[src/rtl/bus_arbiter4.sv]
// bus_arbiter4: four-requester round-robin bus arbiter with per-owner hold
// timeout, one dead cycle between owners and registered one-hot grants.
module bus_arbiter4 #(
    parameter int unsigned MAX_HOLD = 15
) (
    input  logic       CLK,
    input  logic       CLR_N,
    input  logic       REQ0,
    input  logic       REQ1,
    input  logic       REQ2,
    input  logic       REQ3,
    output logic       GNT0,
    output logic       GNT1,
    output logic       GNT2,
    output logic       GNT3,
    output logic       GNT0_N,
    output logic       GNT1_N,
    output logic       GNT2_N,
    output logic       GNT3_N,
    output logic [1:0] OWNER,
    output logic       BUSY,
    output logic       TIMEOUT
);
    typedef enum logic [1:0] {IDLE, GRANT, RELEASE} state_t;

    state_t     state_q, state_d;
    logic [3:0] gnt_q, gnt_d;
    logic [1:0] owner_q, owner_d, ptr_q, ptr_d, win;
    logic [7:0] cnt_q, cnt_d;
    logic       timeout_q, timeout_d, found, hold_hit;
    logic [3:0] req;

    assign req      = {REQ3, REQ2, REQ1, REQ0};
    assign hold_hit = (MAX_HOLD != 0) && (cnt_q == 8'(MAX_HOLD));

    // Scan from the farthest offset down so the nearest requester to ptr wins.
    always_comb begin
        found = 1'b0;
        win   = ptr_q;
        for (int i = 3; i >= 0; i--) begin
            if (req[ptr_q + 2'(i)]) begin
                found = 1'b1;
                win   = ptr_q + 2'(i);
            end
        end
    end

    always_comb begin
        state_d   = state_q;
        gnt_d     = gnt_q;
        owner_d   = owner_q;
        ptr_d     = ptr_q;
        cnt_d     = cnt_q;
        timeout_d = 1'b0;
        if (state_q == GRANT) begin
            // A dropped request beats the hold limit, so TIMEOUT follows the request.
            if (!req[owner_q] || hold_hit) begin
                state_d   = RELEASE;
                gnt_d     = 4'b0000;
                ptr_d     = owner_q + 2'd1;
                timeout_d = req[owner_q];
            end else begin
                cnt_d = cnt_q + 8'(cnt_q != 8'hff);
            end
        end else if (found) begin
            state_d = GRANT;
            gnt_d   = 4'b0001 << win;
            owner_d = win;
            cnt_d   = 8'd1;
        end else begin
            state_d = IDLE;
            gnt_d   = 4'b0000;
        end
    end

    always_ff @(posedge CLK or negedge CLR_N) begin
        if (!CLR_N) begin
            state_q   <= IDLE;
            gnt_q     <= 4'b0000;
            owner_q   <= 2'd0;
            ptr_q     <= 2'd0;
            cnt_q     <= 8'd0;
            timeout_q <= 1'b0;
        end else begin
            state_q   <= state_d;
            gnt_q     <= gnt_d;
            owner_q   <= owner_d;
            ptr_q     <= ptr_d;
            cnt_q     <= cnt_d;
            timeout_q <= timeout_d;
        end
    end

    assign {GNT3, GNT2, GNT1, GNT0}         = gnt_q;
    assign {GNT3_N, GNT2_N, GNT1_N, GNT0_N} = ~gnt_q;
    assign OWNER   = owner_q;
    assign BUSY    = (state_q == GRANT);
    assign TIMEOUT = timeout_q;
endmodule

[config.mk]
export PLATFORM = sky130hd
export DESIGN_NAME = bus_arbiter4
export DESIGN_NICKNAME = d
export VERILOG_FILES = /design/src/rtl/bus_arbiter4.sv
export SDC_FILE = /design/constraint.sdc
export NUM_CORES = 1
export LEC_CHECK = 0
export CORE_MARGIN = 5
export CORE_UTILIZATION = 50
export DETAILED_ROUTE_END_ITERATION = 10
export GPL_TIMING_DRIVEN = 0
export PLACE_DENSITY = 0.77
export SYNTH_ARGS = -nofsm -noshare
export SYNTH_HDL_FRONTEND = slang
export SYNTH_SLANG_ARGS = --single-unit
[constraint.sdc]
create_clock -name CLK -period 2.2 [get_ports CLK]
set_input_delay 0.44 -clock CLK [delete_from_list [all_inputs] [get_ports CLK]]
set_output_delay 0.44 -clock CLK [all_outputs]
set_load 0.005 [all_outputs]
* After elaboration in Yosys (flattened, before gate mapping)
Cells that the tools add are included.
** Storage, ports and cells
- Input bits :: 6
- Logic and storage cells :: 59
- Register bits :: 19
- Output and inout bits :: 12
** Cells by class
- Bitwise gates (word level) :: 2
- Add/subtract/negate cells :: 5
- Muxes and demuxes :: 29
- Shift operators :: 1
- $lt $le $gt $ge :: 5
- Reductions and logical operators :: 6
- Equal/unequal tests :: 5
** Operator list (number)
- 8-bit 2-to-1 mux :: 3
- 2-bit by 3-bit less-than comparator with 1-bit output (second input constant) :: 5
- 1-bit 2-to-1 mux :: 12
- 2-bit 2-to-1 mux :: 6
- 4-bit 2-to-1 mux :: 3
- 1-bit binary-select mux with 2-bit select :: 5
- 8-bit by 1-bit adder with 8-bit output :: 1
- 8-bit by 4-bit == test with 1-bit output (second input constant) :: 1
- 8-bit inequality test (second input constant) :: 1
- 2-bit AND reduction :: 3
- 2-bit by 1-bit adder with 2-bit output (second input constant) :: 2
- 2-bit adder (second input constant) :: 2
- 4-bit NOT :: 1
- 1-bit by 2-bit left shift with 4-bit output (first input constant) :: 1
- 2-bit by 1-bit == test with 1-bit output (second input constant) :: 1
- 2-bit by 1-bit inequality test with 1-bit output (second input constant) :: 1
- 2-bit inequality test (second input constant) :: 1
- 2-bit nonzero test :: 1
- 1-bit logical NOT :: 1
- 1-bit logical OR :: 1
- 1-bit NOT :: 1

* Logic depth before layout (Yosys ltp)
- Depth after elaboration :: 10
- Gate-level depth with buffers :: 8
- Gate-level depth less buffers :: 8

* Worst setup path before layout
Ideal clock, no wire load.
- Kind :: register -> register
- Start point :: register cnt_q[3]
- End point :: register cnt_q[6]
- Arrival :: 1.709 ns
- Period minus slack after synthesis :: 1.786 ns
- Stages on the path, launching flop included :: 9
- Required time :: 2.122 ns
- Setup time :: 0.078 ns
- Buffers on the path :: 0
- Setup slack :: 0.414 ns
- Path through :: dfrtp_1 > nand4_1 > nor2_1 > nand2_1 > ha_1 > ha_1 > nand3_1 > or4_1 > a21oi_1
** On the way
- Cells in the longest elaborated chain, start to end :: 4
- Elaborated cells on any way between the ends :: 8
- Classes of those cells :: add/sub: 1; eq/ne: 3; mux: 2; reduce/logical: 2
** RTL lines
- start: declaration :: line 29 : logic [7:0] cnt_q, cnt_d;
- start signal: assignment :: line 89 : cnt_q <= cnt_d;
- 8-bit inequality test / 8-bit by 4-bit == test with 1-bit output (equally long branches) :: line 63, 34
- 8-bit by 1-bit adder with 8-bit output / 1-bit logical OR (equally long branches) :: line 63, 57
- 8-bit 2-to-1 mux / 2-bit inequality test (equally long branches)
- 8-bit 2-to-1 mux / 2-bit AND reduction (equally long branches)
Parallel ways exist; a longest one is shown, timed or not. The select of a mux whose other input is x is not followed.
A chain may end at the register's enable or synchronous reset.

* Worst setup path in the final report
- Start point :: register state_q[1]
- End point :: output port BUSY
** On the way
- Cells in the longest elaborated chain, start to end :: 1
** RTL lines
- start: declaration :: line 26 : state_t state_q, state_d;
- start signal: assignment :: line 85 : state_q <= state_d;
- 2-bit by 1-bit == test with 1-bit output :: line 97 : assign BUSY = (state_q == GRANT);
- end: declaration :: line 21 : output logic BUSY,
Every way passes these cells.

==> key figures <==
Power
  – Leakage: roughly 0.52 nW
  – Final Total Pwr: roughly 0.0015 W
  – Power density cells: between 1000 and 1500 nW/um^2
  – Peak supply drop: between 0.0007 and 0.0008 V

Route
  – Routed wire length: around 2100 um
  – Vias per cell: between 5 and 6
  – DR WL/cell: around 14 um
  – DRT iter0 DRCs: 12
  – Via Count: 854
  – ANT nets after route: 0
  – Post-route DRC: 0
  – First-pass DRT Iterations: 4

Synth
  – Yosys reg bits: 19
  – Seq/Total Area, Yosys: 47.56%
  – Syn Area/Cell: a little under 10 um^2
  – Top FF cell, synth: dfrtp_1
  – Syn Std Cell Area: 999.7 um^2
  – EDFF count, synth: 0
  – Syn Inst Count: ~100
  – Yosys warning count: 0
  – Post-synth cell types: 40
  – Ys async rst share: 100.0%
  – Post-synthesis net count: between 100 and 150

Timing
  – Fmax: roughly 0.48 GHz
  – Worst slew pin tran: about 0.84 ns
  – # setup viols final: 0
  – Slew HR: 44.02%
  – Clk_skew: 0.007471 ns
  – Period utilization: a little over nine tenths
  – Number of hold violations in the final report: 0
  – Fin crit period: about 2.1 ns
  – RSZ-0062 raised after global routing: no
  – Pins Over Slew Limit: 0

Global routing
  – Largest net degree at the start of global routing: 20
  – Vias in the first global route: 872
  – Total GRT Usage: between 10% and 20%
  – Global route overflow: 0
  – First-pass GRT wire length: 3836 um
  – Initial antenna violation count: 0

Final layout
  – Ant. Diodes: 0
  – Most frequent cells in the layout: 19 x dfrtp_1, 17 x clkdlybuf4s50_1, 13 x nand2_1
  – Non-filler instance count after layout: around 150
  – Syn-to-layout area delta: 22.78%
  – Commonest non-fill, non-tap cell in the layout: dfrtp_1
  – Total Nets Final: 130
  – Share of cells above drive strength 1: 9.091%

Worst setup path
  – Critical path capture point type: output port
  – Delay-heaviest family, CP: buffers and inverters
  – Slowest CP cell: clkdlybuf4s50_1
  – CP required: roughly 1.8 ns
  – Crit-path cells: or2b_2 > inv_2 > clkdlybuf4s50_1
  – Worst Path Arrival: about 1.6 ns
  – Buffers plus inverters on the worst setup path: 2
  – Crit-path max FO: 6
  – Reg2reg setup slack: around 0.18 ns
  – Startpoint Class: register
  – Critical setup path kind: register to output port
  – Largest stage delay, worst path: roughly 0.52 ns

Worst hold path
  – Worst hold path class: register to register

Die
  – Die ar.: 2994 um^2
  – Die width: roughly 55 um
  – CORE AREA: approximately 1900 um^2
  – IO Count: 18
  – Row count: 16
  – Die Y: approximately 55 um
  – Initial Util: 51.48%

Clocking
  – H-Tree Level Count: 1
  – CTS root buf: clkbuf_4
  – Cts bufs inserted: 3
  – Reg clk slew, reported paths: 0.12 ns
  – Post_cts resized: 0
  – CTS Buffer Depth: 2
  – TritonCTS clock tree: done
  – TritonCTS Sinks: 19
  – Clock Latency Late Sink: roughly 0.29 ns

Place
  – Buffers on Ports: 17
  – Placed insts: between 100 and 150
  – Post-DP HPWL: ~1600 um
  – Gpl congestion: approximately 0.90

Status
  – Outcome: completed

Run
  – Max Cap Viol: 0
worst register-to-register path, delay by kind of cell (launching register included):
kind | cells | cell delay (ns)
AOI/OAI and AO/OA | 1 | 0.15
DFF | 1 | 0.44
adders and majority gates | 2 | 0.36
and+or+nand+nor | 5 | 1.00
cells in the mapped netlist (3+ instances only):
master,n,area share (%)
a21oi_1,3,1.5
nand2_1,13,4.9
nand3_1,4,2.0
o22ai_1,3,1.9
dfrtp_1,19,48
inv_1,7,2.6
nor2_1,7,2.6
nor3_1,3,1.5
mux2i_1,3,3.0
nand4_1,3,1.9
area by class of cell:
| type | instances | area, um^2 |
|---|---|---|
| buffer | 1 | 7.507 |
| clock buffer | 3 | 22.52 |
| clock inverter | 1 | 5.005 |
| fill | 180 | 714.4 |
| inverter | 8 | 30.03 |
| multi-input combinational | 72 | 483.0 |
| sequential | 19 | 475.5 |
| tap | 27 | 33.78 |
| timing repair buffer | 17 | 170.2 |
sequential cells by signal (all words and copies together) (netlist names):
| register | cells |
|---|---|
| state_q | 2 |
| ptr_q | 2 |
| cnt_q | 8 |
| OWNER | 2 |
| gnt_q | 4 |
| TIMEOUT | 1 |
repair_timing:
action | in CTS | in global routing
endpoints found under the setup margin | 0 | 1
hold buffers | 0 | 0
setup buffers | 0 | 0
metrics by stage:
stage | hold slack (ns) | cell area [um^2] | setup TNS, ns | setup WS [ns] | utilization (%)
6_report | 0.5280 | 1227 | 0 | 0.1289 | 63.21
5_1_grt | 0.5525 | 1227 | 0 | 0.003188 | 63.21
4_1_cts | 0.5290 | 1231 | 0 | 0.1162 | 63.40
3_5_place_dp | 0.5134 | 1204 | -0.3450 | -0.1264 | 61.98
3_3_place_gp | 0.5057 | 1204 | -0.2281 | -0.09381 | 61.98
2_1_floorplan | 0.1444 | 999.7 | 0 | 0.4140 | -
logic make-up after synthesis:
logic type	Yosys count	share of synthesized area [%]
AOI/OAI and AO/OA	25	18.90
xor gates and xnor gates	1	0.8763
adders and majority gates	2	2.503
buffers and inverters	10	4.130
DFF	19	47.56
muxes	5	6.383
and+or+nand+nor	39	19.65
worst paths after layout:
| path | from | end | cells after the start |
|---|---|---|---|
| worst max-delay path | state_q[1] | BUSY | 3 |
| worst min-delay path | cnt_q[7] | cnt_q[7] | 1 |
| worst max register to register | cnt_q[3] | cnt_q[6] | 8 |
| worst min register to register | cnt_q[7] | cnt_q[7] | 1 |
| max in group asynchronous | CLR_N | gnt_q[1] | 1 |
| min in group asynchronous | CLR_N | cnt_q[5] | 1 |
per-layer routing:
metal | GRT usage [%] | up-vias | share of wire, %
li1 | - | 414 | -
met4 | 5.394 | 0 | 0.79
met3 | 3.542 | 2 | 4.4
met5 | 0 | - | 0
met1 | 23.12 | 420 | 48
met2 | 29.53 | 18 | 46
report_power, final:
part           internal, W  switching, W
sequential        0.000462      0.000115
combinational     0.000380      0.000358
clock            0.0000675      0.000111
total             0.000910      0.000583
Power figures use the tool's default switching activity.
